--- src/rtl/intr_pkg.sv ---
// Shared constants for the interrupt controller slice.
//   - register word addresses inside the MMIO slot
//   - default number of interrupt sources
//   - ACTIVE_ID field layout
package intr_pkg;

  localparam int N_SRC_DEFAULT = 8;

  localparam logic [4:0] ADDR_CTRL      = 5'd0;
  localparam logic [4:0] ADDR_ENABLE    = 5'd1;
  localparam logic [4:0] ADDR_TYPE      = 5'd2;
  localparam logic [4:0] ADDR_PENDING   = 5'd3;
  localparam logic [4:0] ADDR_RAW       = 5'd4;
  localparam logic [4:0] ADDR_ACTIVE_ID = 5'd5;

  localparam int ACTIVE_VALID_BIT = 31;
  localparam int ACTIVE_ID_W      = 4;

endpackage

--- src/rtl/intr_ctrl_core_if.sv ---
// MMIO slot bus between the CPU-side decoder (master) and the interrupt
// controller register block (slave).
//   cs, read, write, reg_addr, wr_data : master -> slave
//   rd_data                            : slave -> master (combinational)
interface intr_ctrl_core_if;
  logic        cs;
  logic        read;
  logic        write;
  logic [4:0]  reg_addr;
  logic [31:0] wr_data;
  logic [31:0] rd_data;

  modport master (output cs, read, write, reg_addr, wr_data, input rd_data);
  modport slave  (input cs, read, write, reg_addr, wr_data, output rd_data);
endinterface

--- src/rtl/irq_edge_det.sv ---
// Per-source sampler: registers the request every cycle and flags a rising
// edge when the live input is high and the previous sample was low.
//   clk, reset : clock, async active-high reset
//   src        : live source request
//   src_q      : registered source (RAW / level pending value)
//   rise       : combinational rising-edge pulse
module irq_edge_det (
  input  logic clk,
  input  logic reset,
  input  logic src,
  output logic src_q,
  output logic rise
);

  always_ff @(posedge clk or posedge reset) begin
    if (reset) src_q <= 1'b0;
    else       src_q <= src;
  end

  // src_q clears on reset, so a source already high at release
  // registers an edge on the first clock after release.
  assign rise = src & ~src_q;

endmodule

--- src/rtl/intr_ctrl_core.sv ---
// Interrupt controller core: per-source edge/level pending capture, enable
// masking, lowest-index priority encode and a registered CPU interrupt.
//   clk, reset : clock, async active-high reset
//   bus        : MMIO slot (slave side), rd_data combinational on reg_addr
//   irq_src    : N_SRC source requests, synchronous to clk
//   irq_out    : registered interrupt request to the CPU
module intr_ctrl_core
  import intr_pkg::*;
#(
  parameter int N_SRC = N_SRC_DEFAULT
) (
  input  logic             clk,
  input  logic             reset,
  intr_ctrl_core_if.slave  bus,
  input  logic [N_SRC-1:0] irq_src,
  output logic             irq_out
);

  logic             ctrl_en;
  logic [N_SRC-1:0] enable;
  logic [N_SRC-1:0] type_q;     // 1 = rising edge, 0 = level
  logic [N_SRC-1:0] pend_edge;  // latched edge events, only meaningful where type_q=1
  logic [N_SRC-1:0] src_q;
  logic [N_SRC-1:0] rise;
  logic [N_SRC-1:0] pending;
  logic [N_SRC-1:0] active;
  logic [N_SRC-1:0] w1c;
  logic             wr_en;
  logic [ACTIVE_ID_W-1:0] act_id;

  for (genvar i = 0; i < N_SRC; i++) begin : g_src
    irq_edge_det u_det (
      .clk   (clk),
      .reset (reset),
      .src   (irq_src[i]),
      .src_q (src_q[i]),
      .rise  (rise[i])
    );
  end

  assign wr_en = bus.write & bus.cs;
  assign w1c   = (wr_en && bus.reg_addr == ADDR_PENDING) ? bus.wr_data[N_SRC-1:0] : '0;

  // Level bits mirror the sampled source; edge bits come from the latch.
  // Masking pend_edge by type_q hides stale edge state the cycle after an
  // edge->level switch.
  assign pending = (type_q & pend_edge) | (~type_q & src_q);
  assign active  = pending & enable;

  always_ff @(posedge clk or posedge reset) begin
    if (reset) begin
      ctrl_en   <= 1'b0;
      enable    <= '0;
      type_q    <= '1;
      pend_edge <= '0;
      irq_out   <= 1'b0;
    end else begin
      if (wr_en && bus.reg_addr == ADDR_CTRL)   ctrl_en <= bus.wr_data[0];
      if (wr_en && bus.reg_addr == ADDR_ENABLE) enable  <= bus.wr_data[N_SRC-1:0];
      if (wr_en && bus.reg_addr == ADDR_TYPE)   type_q  <= bus.wr_data[N_SRC-1:0];
      // Set beats clear; level bits hold 0 so a level->edge switch starts clean.
      pend_edge <= type_q & (rise | (pend_edge & ~w1c));
      irq_out   <= ctrl_en & (|active);
    end
  end

  // Lowest-index active source wins: scan high to low so the last hit sticks.
  always_comb begin
    act_id = '0;
    for (int i = N_SRC - 1; i >= 0; i--) begin
      if (active[i]) act_id = i[ACTIVE_ID_W-1:0];
    end
  end

  always_comb begin
    bus.rd_data = '0;
    case (bus.reg_addr)
      ADDR_CTRL:      bus.rd_data[0]         = ctrl_en;
      ADDR_ENABLE:    bus.rd_data[N_SRC-1:0] = enable;
      ADDR_TYPE:      bus.rd_data[N_SRC-1:0] = type_q;
      ADDR_PENDING:   bus.rd_data[N_SRC-1:0] = pending;
      ADDR_RAW:       bus.rd_data[N_SRC-1:0] = src_q;
      ADDR_ACTIVE_ID: begin
        if (|active) begin
          bus.rd_data[ACTIVE_VALID_BIT]  = 1'b1;
          bus.rd_data[ACTIVE_ID_W-1:0]   = act_id;
        end
      end
      default:        bus.rd_data = '0;
    endcase
  end

  // Reads have no side effects and upper write-data bits have no home.
  logic unused_bus;
  assign unused_bus = ^{bus.read, bus.wr_data[31:N_SRC]};

endmodule

--- src/flat_wrapper.sv ---
// flat-port wrapper written by rule: the top's interface ports become plain ports
module intr_ctrl_core_flat import intr_pkg::*;
#(
  parameter int N_SRC = N_SRC_DEFAULT
)
  (clk, reset, irq_src, irq_out, bus_cs, bus_read, bus_write, bus_reg_addr, bus_wr_data, bus_rd_data);
  intr_ctrl_core_if bus_i ();
  input  logic clk;
  input  logic reset;
  input  logic [N_SRC-1:0] irq_src;
  output logic irq_out;
  input wire logic [$bits(bus_i.cs)-1:0] bus_cs;
  input wire logic [$bits(bus_i.read)-1:0] bus_read;
  input wire logic [$bits(bus_i.write)-1:0] bus_write;
  input wire logic [$bits(bus_i.reg_addr)-1:0] bus_reg_addr;
  input wire logic [$bits(bus_i.wr_data)-1:0] bus_wr_data;
  output wire logic [$bits(bus_i.rd_data)-1:0] bus_rd_data;
  assign bus_i.cs = bus_cs;
  assign bus_i.read = bus_read;
  assign bus_i.write = bus_write;
  assign bus_i.reg_addr = bus_reg_addr;
  assign bus_i.wr_data = bus_wr_data;
  assign bus_rd_data = bus_i.rd_data;
  intr_ctrl_core #(.N_SRC(N_SRC)) u_core (.clk(clk), .reset(reset), .bus(bus_i), .irq_src(irq_src), .irq_out(irq_out));
endmodule
--- config.mk ---
export PLATFORM = sky130hd
export DESIGN_NAME = intr_ctrl_core_flat
export DESIGN_NICKNAME = d
export VERILOG_FILES = /design/src/rtl/intr_pkg.sv /design/src/rtl/intr_ctrl_core_if.sv /design/src/rtl/irq_edge_det.sv /design/src/rtl/intr_ctrl_core.sv /design/src/flat_wrapper.sv
export SDC_FILE = /design/constraint.sdc
export NUM_CORES = 1
export LEC_CHECK = 0
export BUFFER_PORTS_ARGS = -buffer_cell sky130_fd_sc_hd__buf_2
export CAP_MARGIN = 0
export CORE_UTILIZATION = 45
export DETAILED_ROUTE_END_ITERATION = 8
export GPL_TIMING_DRIVEN = 0
export HOLD_SLACK_MARGIN = 0.1
export PLACE_DENSITY = 0.76
export SYNTH_ARGS = -nofsm -noshare
export SYNTH_HDL_FRONTEND = slang
export SYNTH_SLANG_ARGS = --single-unit
export TNS_END_PERCENT = 20
--- constraint.sdc ---
create_clock -name clk -period 3 [get_ports clk]
set_input_delay 0.6 -clock clk [delete_from_list [all_inputs] [get_ports clk]]
set_output_delay 0.6 -clock clk [all_outputs]
set_load 0.01 [all_outputs]
[Yosys cells after proc, flatten, opt, wreduce, memory -nomap -nowiden]
Index checks and enable logic that the tools add are counted.
Word-level totals
  register bits: 34
  latch bits: 0
  bits in writable memories: 0
  memory bits (read-only): 0
  input bits: 50
  word-level logic and storage cells: 66
  memories: 0
Operators by class
  $add $sub $neg: 0
  multipliers: 0
  divide/modulo/power cells: 0
  magnitude comparators: 0
  eq/ne operators: 5
  shifts and indexed selects: 0
  multiplexer cells: 15
  bitwise gates (word level): 27
  reduce and logical (&&, ||, !) cells: 6
Operators by type and width (number)
  $and A8 B8 Y8: 5
  $mux W3: 9
  $not A8 Y8: 2
  $or A8 B8 Y8: 2
  $pmux W4 S4: 1
  $pmux W3 S5: 1
  $and A1 B1 Y1: 10
  $eq A5 B2 Y1 const B: 2
  $eq A5 B3 Y1 const B: 2
  $mux W8: 1
  $not A1 Y1: 8
  $reduce_or A8 Y1: 1
  $pmux W1 S6: 1
  $eq A5 B1 Y1 const B: 1
  $logic_not A5 Y1: 1
  $logic_and A1 B1 Y1: 4
  $mux W1: 2

[Depth between registers and ports, before layout]
Gate-level depths: netlist of run 1.
  depth after elaboration: 14
  gate-level depth with buffers: 6

[Modules after synthesis]
A second synthesis of run 1 with hierarchy kept.
Unflattened totals
  cell total of the unflattened synthesis: 203
  area, all modules: 2123.3 sq um
Modules (own cells, without submodules)
  intr_ctrl_core: instances 1, cells an instance 179, area each 1783.0 sq um, sequential area each 660.6 sq um
  irq_edge_det: instances 8, cells an instance 3, area each 42.5 sq um, sequential area each 25.0 sq um

[Worst setup path before layout of run 1]
No wires, ideal clock.
  path kind: reg-to-output
  start: register u_core.type_q[4]
  end: output port bus_rd_data[0]
  arrival time: 1605 ps
  setup slack: 795 ps
  cell stages (with the launch flop): 6
  cell sequence: dfstp_2 -> mux2_2 -> a22oi_1 -> nand3_1 -> nor3_1 -> o31ai_1
Between the ends
  cells in the longest elaborated chain, start to end: 11
  elaborated cells on any way between the ends: 13
  those cells by class: mux: 7; bitwise: 5; reduce/logical: 1
RTL lines
  start, declared: RTL line intr_ctrl_core.sv:21  | logic [N_SRC-1:0] type_q;
  start signal, assigned: RTL line intr_ctrl_core.sv:60  | if (wr_en && bus.reg_addr == ADDR_TYPE) type_q <= bus.wr_data[N_SRC-1:0];
  $not A8 Y8: RTL line intr_ctrl_core.sv:47  | assign pending = (type_q & pend_edge) | (~type_q & src_q);
  $and A8 B8 Y8: RTL line intr_ctrl_core.sv:47
  $or A8 B8 Y8 *: RTL line intr_ctrl_core.sv:47
  $and A8 B8 Y8 *: RTL line intr_ctrl_core.sv:48  | assign active = pending & enable;
  $mux W3 (5 in series): RTL line intr_ctrl_core.sv:71  | if (active[i]) act_id = i[ACTIVE_ID_W-1:0];
  $mux W3 *: RTL line intr_ctrl_core.sv:84  | if (|active) begin
  $pmux W1 S6 *: RTL line intr_ctrl_core.sv:77  | case (bus.reg_addr)
  end, declared: RTL line flat_wrapper.sv:17  | output wire logic [$bits(bus_i.rd_data)-1:0] bus_rd_data;
Mark *: on every way between the ends. The rest lies on a longest branch, timed or not.

[Worst setup path after layout of run 1]
Same ends and word-level chain as after synthesis.

==> results list, run 1 <==
- The run finished with clean final reports.
- Number of distinct standard cells referenced by the synthesized netlist: 32
* CTS Hold Bufs: 0
* DR pass1 iterations: 4
- Total number of H-tree levels: 2
- Summing all placed instances gives a cell area of 2310 um2.
- Post-CTS timing repair inserted 0 buffers for setup.
- Final hold violations: 0
- The detailed router finished its first iteration with 143 violations.
- Fmax: 0.356 GHz
- R2r worst-path depth: 5
- Area of the die: 4710 um2
- Clock latency on the worst-skew pair, taken at its later pin, is 0.29 ns.
* Via count: 1634
* Post-synth top area share: 32.5%
- Of the cells placed in the final design, the portion with a size suffix greater than 1 is 40.0%.
- Count leader, synth: dfrtp_1
- Global routing used 20.4% of the available tracks across all layers.
- The tightest min-delay check is of the input port to async pin type.
- In the final routing, the length of wire on met1 measures 1930 um.
- The number of slew-limit violations in the final report is 0.
- Antenna violations before repair: 0
* Setup repair after global routing missed its margin: false
- Residual antenna-violating net count after detailed routing: 0
- STA classifies the critical path startpoint as a flip-flop.
- At the end of routability-driven placement, the weighted congestion stood at 0.794.
- The repair_antennas step left the layout with diodes totalling 0.
* Final Instance Area: 2410 um2
* Static Leakage: 1.18 nW
- Number of buffers created by CTS: 5
- In this run the horizontal extent of the chip is 68.7 um.
- After synthesis the netlist holds a flip-flop and latch count of 34.
- Summed over all instances, the cell type with the most area after synthesis is dfrtp_1.
* Row Count: 23
* Setup total negative slack: 0 ns
- Min Clock Period, post-route: 2.81 ns
* Highest metal layer with signal wires: met4
- STA classifies the critical path endpoint as an output pin.
* Synth top area cells: dfrtp_1 33%, mux2_2 14%, dfstp_2 11%
* Root Driver: clkbuf_8
- Summing every instance area after synthesis gives 2000 um2.
- Once the clock tree was built, the resizer swapped 0 gates to a different size.
- Share of the clock period used by the worst path: 93.7%
- Syn Area/Cell: 9.95 um2
- Die extent in y: 68.7 um
- Most frequent cells after synthesis: 26 x dfrtp_1, 25 x mux2_2, 23 x buf_4
* Number of maximum-capacitance violations: 0
- For this design, the sink count on the clock tree is 34.
* TritonCTS clock tree: built
- The longest clock path from root to sink contains 2 buffers.
- Largest net degree at the start of global routing: 35
* Finish-stage setup viols: 0
- In this run the worst path has a maximum fanout of 5.
* Wire per inst: 13.6 um
- In this run the register-to-register setup slack is 1.14 ns.
- For this run the aggregate overflow at the end of global routing stands at 0.
- DR DRC count: 0
- For this configuration, the core starts out at a cell density of 48.2%.
- For this block, the routed nets add up to 4300 um of wire.
- Mean number of vias per cell: 5.19
- After detailed routing, the met2 layer carries 1970 um of wire.
- IR analysis of the VDD net gives a maximum drop of 0.307 mV.
- Detailed Place HPWL: 3140 um
* Wire length of the first global-routing pass: 6930 um
- Transition time at the pin with the least slew margin: 0.710 ns
- On the final layout, the worst clock skew is 0.00710 ns.
- After detailed routing, the met3 layer carries 315 um of wire.
- At the worst endpoint, the required time is 2.40 ns.
* Count of warnings emitted by yosys: 0
* Floorplan Core Area: 4140 um2
- Synthesis handed over a netlist of 201 instances.
* Power Dens Cells: 466 nW/um2
* Number of global-route vias before repair: 1551
* Worst Path Class, Setup: flip-flop to output pin
- Count of buffers inserted at the top-level ports: 34
* Relative max-transition margin: 52.6%
- Area overhead of the layout relative to synthesis: 20.5%
- Counting flops with an async set or reset pin after synthesis yields a share of 100%.
* Top_reg_cell synth: dfrtp_1
- Sequential share of the synthesized area: 43.1%
- Critical Path AT: 2.21 ns
- Number of placed I/O pins: 83
- Post-synth EDFFs: 0
- For this run, the post-layout net count is 314.
- After clock tree synthesis, the clock-pin slew on the worst setup and hold paths is 0.08 ns.
## state kept, by name (all words and copies together), names as in the netlist
name,count
u_core.type_q,8
u_core.irq_out,1
u_core.g_src.u_det.src_q,8
u_core.ctrl_en,1
u_core.enable,8
u_core.pend_edge,8
## cell usage in the layout (no fill, tap or decap), types with 6 or more instances in the layout
cell type and count:
dfrtp_1 26, buf_2 36, mux2_2 25, conb_1 23
nand2_1 18, clkbuf_8 6, buf_4 23, o21ai_0 21
dfstp_2 8, nand2b_1 13, inv_1 11, a21boi_0 8
## cells by family after synthesis
kind of cell           after synthesis  synth area share [%]
AND/OR/NAND/NOR                     49                  13.8
AO/OA/AOI/OAI                       51                  16.4
flip-flops                          34                  43.1
buffers and inverters               40                  12.0
multiplexers                        26                  14.6
other                                1                 0.188
## path summary, 6_finish.rpt
path | from | endpoint
worst max-delay path | u_core.type_q[4] | bus_rd_data[0]
min in group clk | irq_src[1] | u_core.g_src[1].u_det.src_q
max in group asynchronous | reset | u_core.pend_edge[2]
worst min-delay path | reset | u_core.g_src[1].u_det.src_q
worst max register to register | u_core.type_q[4] | u_core.irq_out
worst min register to register | u_core.ctrl_en | u_core.irq_out
## layout make-up
| class | instances | area [um2] |
|---|---|---|
| Timing Repair Buffer | 34 | 170 |
| Sequential cell | 34 | 861 |
| Multi-Input combinational cell | 149 | 982 |
| Buffer | 28 | 194 |
| Tap cell | 50 | 62.6 |
| Clock inverter | 2 | 12.5 |
| Fill cell | 390 | 1730 |
| Inverter | 12 | 45.0 |
| Clock buffer | 6 | 82.6 |
## per-layer routing
layer | vias to the layer above | global-route usage [%]
li1 | 785 | -
met1 | 760 | 25.4
met2 | 76 | 33.5
met3 | 13 | 6.58
met4 | 0 | 6.25
met5 | - | 0
## worst max-delay path: stages (launching register included)
cell	delay, ns
dfstp_2	0.57
mux2_2	0.34
a22oi_1	0.23
nand3_1	0.14
nor3_1	0.38
o31ai_1	0.11
buf_2	0.15
## report_power, final
group | internal [W] | total (W) | switching [W] | leakage, nW
logic | 0.000105 | 0.000205 | 0.0000999 | 0.713
registers | 0.000513 | 0.000555 | 0.0000419 | 0.420
clock network | 0.000184 | 0.000363 | 0.000178 | 0.0472
total | 0.000803 | 0.00112 | 0.000320 | 1.18
## through the flow
step / setup WS (ns) / util, % / total power (W) / hold WS, ns / instances
detailed placement: 0.438 / 55.9 / 0.000767 / 0.504 / 307
finish: 0.190 / 58.2 / 0.00112 / 0.418 / 315
global route: 0.0244 / 58.2 / 0.00118 / 0.417 / 315
global placement: 0.493 / 55.9 / 0.000759 / 0.504 / 307
floorplan: 0.795 / - / 0.000704 / 0.481 / 223
CTS: 0.199 / 58.2 / 0.00113 / 0.419 / 315
No activity file was read; power rests on OpenSTA's default activity.
==> run 2: changes to the inputs <==
- PLACE_DENSITY: 0.76 -> 0.75
- SYNTH_HIERARCHICAL: not set -> 1
==> run 2 against run 1 <==
Against the previous run: synthesized cell count is 1.0% higher; sequential share of layout area shrank 2.0 points; setup slack improved by 0.12 ns; clock-buffer cell count shrank 1; die area up 6.0%; the run now ends with DRC left; non-clock buffer count did not move.
==> results list, run 2 <==
* PostCTS Resize Cnt: 0
- Run status: finished, violations left
- The finished layout holds 319 standard cells, fillers aside.
- Transition time at the pin with the least slew margin: 1.04 ns
- Root Driver: clkbuf_8
- In the final routed layout, each cell accounts on average for 13.8 um.
- Static Leakage: 1.31 nW
- For the final database, setup skew stands at 0.00797 ns.
* Setup total negative slack: 0 ns
* Initial cell density of the core: 47.8%
- TritonCTS clock tree: built
* Crit. End Element: output pin
* Number of buffers created by CTS: 5
- The clock passes through at most 2 buffers.
* Power Dens Cells: 460 nW/um2
- Max-cap violations in this run came to 0.
- Summed over all nets, the switching power comes to 0.000305 W.
* Row Count: 24
- Top_reg_cell synth: dfrtp_1
* Portion of netlist area occupied by mux cells: 13.3%
* DR pass1 iterations: 7
* Most frequent cells in the layout: 34 x buf_2, 26 x dfrtp_1, 25 x buf_4, 25 x mux2_2, 23 x conb_1
- Buffers placed on the I/O ports in this run total 34.
- After legalization and detailed placement, the total HPWL measured 3170 um.
- Largest net degree at the start of global routing: 27
* Number of nets at the end of the flow: 316
* Critical Path AT: 2.09 ns
- Share of the clock period used by the worst path: 89.8%
* Post-synth top area share: 30.6%
* Count leader, synth: dfrtp_1
- IR analysis of the VDD net gives a maximum drop of 0.264 mV.
- Syn Area/Cell: 10.5 um2
- Floorplan Core Area: 4440 um2
* Total gr overflow: 0
- In the routed design, unresolved DRC markers number 14.
- Of the total power, the share spent switching nets is 26.0%.
* Global Route Usage Sum: 19.0%
- At the worst endpoint, the required time is 2.40 ns.
- Ranked by instance count, the synthesized netlist is headed by 26 x dfrtp_1, 25 x buf_4, 25 x mux2_2.
- Dominant combinational cell family by area after synthesis: simple AND/OR/NAND/NOR gates
* Detailed Route WL: 4410 um
- Dividing the detail-routed via count by the number of cells gives 5.07.
- The first global-routing pass estimated 7360 um of wire.
- Min Clock Period, post-route: 2.69 ns
- WHS: 0.248 ns
- The later pin in the worst-skew pair is clocked with a latency of 0.28 ns.
- The internal portion of the total power is 0.000867 W.
* Register share of total power: 47.6%
- The die is 70.7 um tall.
- Of the total synthesized cell area, the portion taken by full adders, half adders and majority gates is 0%.
* Die span in x: 70.7 um
- The min-delay analysis places its worst path in the category input port to async pin.
- Via count: 1618
* Number of synthesized register bits: 34
- The synthesized netlist contains 37 unique library cells.
- Of the total power, the clock network draws 35.1%.
- Detailed Route Iter0 Violations: 78
- Final hold violations: 0
- Post-synth top area cell: dfrtp_1
- Area of the die: 5000 um2
- Worst Path Class, Setup: flip-flop to output pin
- Synthesized-area fraction occupied by xor and xnor cells: 0%
- Post-synth EDFFs: 0
- Area fraction in and, or, nand and nor cells after synthesis: 20.0%
- Total setup buffers inserted after CTS: 0
- Total Power Consumption: 0.00117 W
- Ranked by total cell area, the synthesized netlist is headed by dfrtp_1 31%, mux2_2 13%, dfstp_2 9.9%.
- Of all flip-flops after synthesis, the portion carrying an async set or reset was 100%.
* Clock slew at reported path FFs: 0.08 ns
- Cells fill 57.4% of the core in the end.
- Violations in the final reports: DRC
* Number of global-route vias before repair: 1564
* Total count of max-transition violations in the final report: 0
* Relative max-transition margin: 30.8%
- Setup repair after global routing missed its margin: false
* Antenna violations before repair: 0
- Finish-stage setup viols: 0
- R2r worst-path depth: 5
* Peak fanout along the critical path: 5
- In the synthesized netlist, the number of instances is 203.
- The mapped netlist covers 2120 um2.
- Combinational cell fraction of total power: 17.3%
- Count of warnings emitted by yosys: 6
* Gpl congestion: 0.793
* Most common cell after layout, fill and taps aside: buf_2
* Setup crit start kind: flip-flop
* Number of instances in the placed design: 311
- Timing would allow up to 0.371 GHz.
- Area overhead of the layout relative to synthesis: 20.1%
- The number of hold buffers added after CTS was 0.
- The share of the Yosys chip area taken by registers is 40.5%.
- Share of layout cells above drive strength 1: 46.4%
- CTS saw 34 sinks.
* Fraction of the mapped netlist area in compound gates: 14.0%
- The H-tree was split into 2 levels.
- Number of placed I/O pins: 83
* Antenna Cells: 0
- Residual antenna-violating net count after detailed routing: 0
[run 2: cell count changes after synthesis, moves of 4 or more]
cell      previous run  this run
nand2b_1            13         7
and3_1               0         4
nor2b_4              0         8
a21boi_0             8         0
a32oi_1              5         0
o21a_1               0         8
a21boi_2             0         8
o21ai_0             21         6
nor2_1               3         9
[run 2: final cells by class]
type                            instances  area, um2
Buffer                                 28        218
Tap cell                               52       65.1
Inverter                               10       37.5
Timing Repair Buffer                   34        170
Multi-Input combinational cell        153       1090
Clock buffer                            5       68.8
Fill cell                             409       1890
Clock inverter                          3       40.0
Sequential cell                        34        861
[run 2: power groups by stage]
stage / clock [W] / sequential (W) / combinational [W]
after floorplan: 0 / 0.000554 / 0.000152
after global placement: 0 / 0.000562 / 0.000199
after detailed placement: 0 / 0.000564 / 0.000203
after CTS: 0.000423 / 0.000556 / 0.000204
after global routing: 0.000443 / 0.000564 / 0.000224
final: 0.000411 / 0.000557 / 0.000203
[run 2: worst paths after layout]
check | end | from | slack, ns
worst max-delay path | bus_rd_data[0] | u_core/type_q[7] | 0.31
worst min-delay path | u_core/g_src[0].u_det/src_q | reset | 0.25
worst max register to register | u_core/irq_out | u_core/type_q[7] | 1.25
worst min register to register | u_core/pend_edge[0] | u_core/type_q[0] | 0.51
max in group asynchronous | u_core/pend_edge[2] | reset | 1.69
min in group clk | u_core/g_src[0].u_det/src_q | irq_src[0] | 0.43
[run 2: stage by stage]
step	worst slack [ns]	cell area (um2)
after CTS	0.291	2550
after detailed placement	0.464	2440
after floorplan	0.852	2210
after global placement	0.424	2440
final	0.307	2550
after global routing	0.172	2550
[run 2: layer usage]
| metal | vias to the layer above | part of all wire [%] | track usage [%] |
|---|---|---|---|
| met4 | 0 | 1.0 | 5.78 |
| met3 | 4 | 6.6 | 4.70 |
| met5 | - | 0 | 0 |
| li1 | 778 | - | - |
| met2 | 61 | 45 | 29.8 |
| met1 | 775 | 47 | 26.0 |
[run 2: logic make-up after synthesis]
family,Yosys count
AND/OR/NAND/NOR,66
AO/OA/AOI/OAI,39
buffers and inverters,38
flip-flops,34
multiplexers,25
other,1
[run 2: critical path, cell delays in order (launching register included)]
cell and delay (ns):
dfstp_2 0.56, mux2_2 0.35, a22oi_1 0.26, nand2_1 0.12, nor3_2 0.26, o31ai_1 0.11, buf_2 0.15
